**src/rtl/shift_add_multiplier.sv**
```systemverilog
// Sequential shift/add two's-complement multiplier (WIDTH x WIDTH -> 2*WIDTH) with control FSM.
// Define MULT_UNSIGNED_MODE_EN to build an unsigned multiplier instead of the default signed one.
module shift_add_multiplier #(
  parameter int WIDTH = 8
) (
  input  logic             Clk,
  input  logic             Reset,
  input  logic             ClearA_LoadB,
  input  logic             Run,
  input  logic [WIDTH-1:0] S,
  output logic [WIDTH-1:0] A_out,
  output logic [WIDTH-1:0] B_out,
  output logic             X_out,
  output logic             Busy,
  output logic             Done,
  output logic [2:0]       dbg_state
);

  localparam int CW = $clog2(WIDTH);
  localparam logic [CW-1:0] LAST = CW'(WIDTH - 1);

  // Handshake: Run is a level request sampled in IDLE; Done holds until Run is seen low,
  // so a held Run never launches a second multiply.
  typedef enum logic [2:0] {
    ST_IDLE  = 3'd0,
    ST_CLEAR = 3'd1,
    ST_ADD   = 3'd2,
    ST_SHIFT = 3'd3,
    ST_DONE  = 3'd4
  } state_t;

  state_t            state, next_state;
  logic [WIDTH-1:0]  a_reg, b_reg, m_reg;
  logic              x_reg;
  logic [CW-1:0]     count;
  logic [WIDTH:0]    sum;

`ifdef MULT_UNSIGNED_MODE_EN
  always_comb begin
    sum = {1'b0, a_reg} + {1'b0, m_reg};
  end
`else
  logic [WIDTH:0] m_ext, addend;

  // The final multiplier bit carries negative weight, so the last step subtracts.
  always_comb begin
    m_ext  = {m_reg[WIDTH-1], m_reg};
    addend = (count == LAST) ? (~m_ext + {{WIDTH{1'b0}}, 1'b1}) : m_ext;
    sum    = {a_reg[WIDTH-1], a_reg} + addend;
  end
`endif

  always_comb begin
    next_state = state;
    case (state)
      ST_IDLE:  if (!ClearA_LoadB && Run) next_state = ST_CLEAR;
      ST_CLEAR: next_state = ST_ADD;
      ST_ADD:   next_state = ST_SHIFT;
      ST_SHIFT: next_state = (count == LAST) ? ST_DONE : ST_ADD;
      ST_DONE:  if (!Run) next_state = ST_IDLE;
      default:  next_state = ST_IDLE;
    endcase
  end

  always_ff @(posedge Clk) begin
    if (Reset) begin
      state <= ST_IDLE;
      a_reg <= '0;
      b_reg <= '0;
      m_reg <= '0;
      x_reg <= 1'b0;
      count <= '0;
    end else begin
      state <= next_state;
      case (state)
        ST_IDLE: begin
          if (ClearA_LoadB) begin
            a_reg <= '0;
            x_reg <= 1'b0;
            b_reg <= S;
          end else if (Run) begin
            m_reg <= S;
          end
        end
        // B is left alone so the previous low product can serve as the next multiplier.
        ST_CLEAR: begin
          a_reg <= '0;
          x_reg <= 1'b0;
          count <= '0;
        end
        ST_ADD: begin
          if (b_reg[0]) {x_reg, a_reg} <= sum;
        end
        ST_SHIFT: begin
`ifdef MULT_UNSIGNED_MODE_EN
          x_reg <= 1'b0;
`endif
          a_reg <= {x_reg, a_reg[WIDTH-1:1]};
          b_reg <= {a_reg[0], b_reg[WIDTH-1:1]};
          count <= count + 1'b1;
        end
        default: ;
      endcase
    end
  end

  assign A_out     = a_reg;
  assign B_out     = b_reg;
  assign X_out     = x_reg;
  assign Busy      = (state == ST_CLEAR) || (state == ST_ADD) || (state == ST_SHIFT);
  assign Done      = (state == ST_DONE);
  assign dbg_state = state;

endmodule

```
**config.mk**
```make
export PLATFORM = sky130hd
export DESIGN_NAME = shift_add_multiplier
export DESIGN_NICKNAME = d
export VERILOG_FILES = /design/src/rtl/shift_add_multiplier.sv
export SDC_FILE = /design/constraint.sdc
export NUM_CORES = 1
export LEC_CHECK = 0
export ABC_AREA = 1
export BUFFER_PORTS_ARGS = -buffer_cell sky130_fd_sc_hd__buf_2
export CELL_PAD_IN_SITES_DETAIL_PLACEMENT = 1
export CELL_PAD_IN_SITES_GLOBAL_PLACEMENT = 1
export CORE_MARGIN = 2
export CORE_UTILIZATION = 32
export DETAILED_ROUTE_END_ITERATION = 16
export GPL_ROUTABILITY_DRIVEN = 1
export PLACE_DENSITY = 0.68
export SLEW_MARGIN = 40
export SYNTH_ARGS = -nofsm -noshare
export SYNTH_HDL_FRONTEND = slang
export SYNTH_SLANG_ARGS = --single-unit
```
**constraint.sdc**
```tcl
create_clock -name Clk -period 2.4 [get_ports Clk]
set_input_delay 0.24 -clock Clk [delete_from_list [all_inputs] [get_ports Clk]]
set_output_delay 0.24 -clock Clk [all_outputs]
set_load 0.03 [all_outputs]
```
==> impl_metrics.ini <==
[detailed_routing]
first_pass_iters = 4
drt_iter0_markers = 63
drt-total-wl_mm = 5.47
drtAntennaViolNets = 0
vias = 1857
via_per_inst = 5.05
drc_errors = 0
wl_per_cell_um = 14.9

[placed_design]
port_buffers = 33
dp_hpwl_mm = 4.07
dpl.cell_count = 356
gp_congestion = 0.797

[min_path]
whs_endpoint = m_reg[7]
hold_class = input pin to register
min-delay-start = S[7]
whs_path_depth = 3

[critical_path]
cpMostUsedCell = nand2_1
cp.required_ps = 2620
crit_slowest_cell = ha_1
max_stage_delay_ps = 360
worstSetupStartpointType = register
crit_path_end_kind = register
path_max_fanout = 7
crit_family = adder cells
r2r_setup_slack_ps = 140
path_buf_inv = 2
regToRegStartpoint = count[0]
reg2reg_depth = 13
worstPathArrival_ps = 2480
criticalPathCategory = register to register
worstPathCellList = ha_2 > ha_4 > buf_2 > nand2_1 > xor2_1 > ha_1 > buf_4 > a21oi_2 > and2_4 > nand2_1 > nand2_1 > nand3_1 > a21oi_1
r2r-end = A_out[7]

[grt]
antenna_found_initial = 0
grt_overflow = 0
grt.total_usage_pct = 18.2
grt_pass1_vias = 1886
grt_max_degree = 26
grt_pass1_wl_mm = 8.94

[final_layout]
ff_latch_area_sq_um = 624
fin_nets = 321
n_antenna_cell = 0
drive_gt1_share_pct = 29.1
fillers = 718
instances_no_fill = 368
multi_input_area_sq_um = 1160
area_delta_synth_final_pct = 23.4

[floorplanning]
coreArea_sq_um = 5540
die_x_um = 79.9
die_y_um = 79.9
initial_core_util_pct = 33.3
dieArea_sq_um = 6380
pin_count = 34
placementRows = 27

[timing]
fmax_ghz = 0.443
slew_viol_final = 0
max_slew_margin_pct = 52.5
tightest_slew_ps = 711
period_share_pct = 94.1
hold_viol = 0
tns_ps = 0
skew_ps = 8.68
setup_viol = 0
layout_min_cycle_time_ps = 2260

[synthesis]
synth_top_cell_area_share_pct = 33.7
synth_top_family_by_area = compound AO/OA/AOI/OAI gates
synth_compound_area_share_pct = 23.8
post-synth-top-area-cell = dfxtp_1
synthesis.area_sq_um = 1840
synth_cell_types = 37
synthAdderAreaFrac_pct = 9.23
synth_area_per_cell_sq_um = 7.20
muxShareOfSynthArea_pct = 0
synth_edf_count = 0
synthCells = 256
ys_seq_area_share_pct = 33.7
synth_ff_type = dfxtp_1
synth-xor-area-share_pct = 2.38
async_flop_share_pct = 0
ys_seq_elements = 31
syn_nets = 281
yosysWarnings = 0
synth_area_leaders = dfxtp_1, nand2_1, ha_1, a21oi_1, o21ai_0
yosys.area_share.simple_pct = 23.3

[flow_run]
cap_viol_max_count = 0

[run_status]
status = finished clean

[power_and_ir_drop]
power_density_nw_per_um2 = 657
ir_drop_mv = 0.231
cellLeakagePower_nw = 1.04

[cts]
cts-root-buf = clkbuf_8
cts_tree = done
path_clk_slew_ps = 70
htree_levels = 2
clock_sinks = 31
cts_hold_buf = 0
clk_latency_ps = 280
numCtsBuffers = 5
clockBufferDepth = 2
[how the worst max path moves through the flow]
stage	start	to	slack, ps	depth (start not counted)
2_1_floorplan	count[0]	A_out[6]	190	12
3_3_place_gp	count[0]	A_out[6]	10	11
3_5_place_dp	count[0]	A_out[6]	-60	11
4_1_cts	count[0]	A_out[6]	20	11
5_1_grt	m_reg[3]	X_out	-60	11
6_report	count[0]	A_out[7]	140	13
[where the power goes]
part           internal (mW)  switching, mW
clock network          0.225          0.203
registers              0.565         0.0595
logic                  0.152          0.290
[routing by layer]
| layer | up-vias | GRT usage [%] | share of wire, % |
|---|---|---|---|
| met5 | - | 0 | 0 |
| met4 | 0 | 5.08 | 0.49 |
| met3 | 2 | 3.96 | 2.7 |
| met2 | 26 | 31.5 | 49 |
| met1 | 872 | 22.4 | 48 |
| li1 | 957 | - | - |
[cell usage after synthesis, drive strengths merged, types with 3 or more instances]
cell type / count
dfxtp: 31
nand3: 14
xor2: 3
nor3: 3
buf: 6
ha: 12
o21ai: 32
a31oi: 10
a21oi: 30
nand2: 51
nor2: 21
inv: 24
[cells in the final DEF, fill, tap and decap left out, types with 3 or more instances in the layout]
| cell | instances |
|---|---|
| nand2_1 | 47 |
| buf_2 | 34 |
| dfxtp_1 | 28 |
| a21oi_1 | 27 |
| inv_1 | 18 |
| o21ai_0 | 18 |
| nor2_1 | 14 |
| nand3_1 | 12 |
| o21ai_1 | 12 |
| a31oi_1 | 9 |
| ha_1 | 9 |
| buf_4 | 7 |
| nor2_2 | 6 |
| inv_2 | 6 |
| clkbuf_8 | 6 |
| nand2_2 | 4 |
| xor2_1 | 3 |
| a21oi_2 | 3 |
| dfxtp_2 | 3 |
[stage by stage]
| step | utilization (%) | hold slack [ps] | instance area [sq um] | setup WS, ps | power, mW |
|---|---|---|---|---|---|
| after global routing | 41.0 | 217 | 2270 | -59.4 | 1.59 |
| after CTS | 39.0 | 192 | 2160 | 24.7 | 1.49 |
| final | 41.0 | 207 | 2270 | 141 | 1.49 |
| after detailed placement | 37.4 | 471 | 2070 | -64.5 | 1.05 |
| after floorplan | - | 309 | 1840 | 195 | 0.925 |
| after global placement | 37.4 | 454 | 2070 | 9.91 | 1.04 |
[kinds of logic after synthesis]
group	Yosys count
and+or+nand+nor	96
buffers and inverters	32
adders and majority gates	13
DFF	31
AOI/OAI and AO/OA	79
xor gates and xnor gates	5
[cell type report]
class | instances | area share, %
Timing Repair Buffer | 41 | 9.80
Clock buffer | 6 | 3.63
Clock inverter | 1 | 0.220
Tap cell | 72 | 3.96
Sequential cell | 31 | 27.5
Multi-Input combinational cell | 193 | 51.0
Inverter | 24 | 3.96
[what timing repair did]
action	CTS	global route
setup buffers	0	5
setup endpoints to repair	2	6
resized for setup	1	26
pin swaps	0	5
[tightest hold or removal path, stage by stage]
cell    delay, ps
buf_2          90
nor2_1         40
nor2_1         80
(Power assumes the default switching activity.)
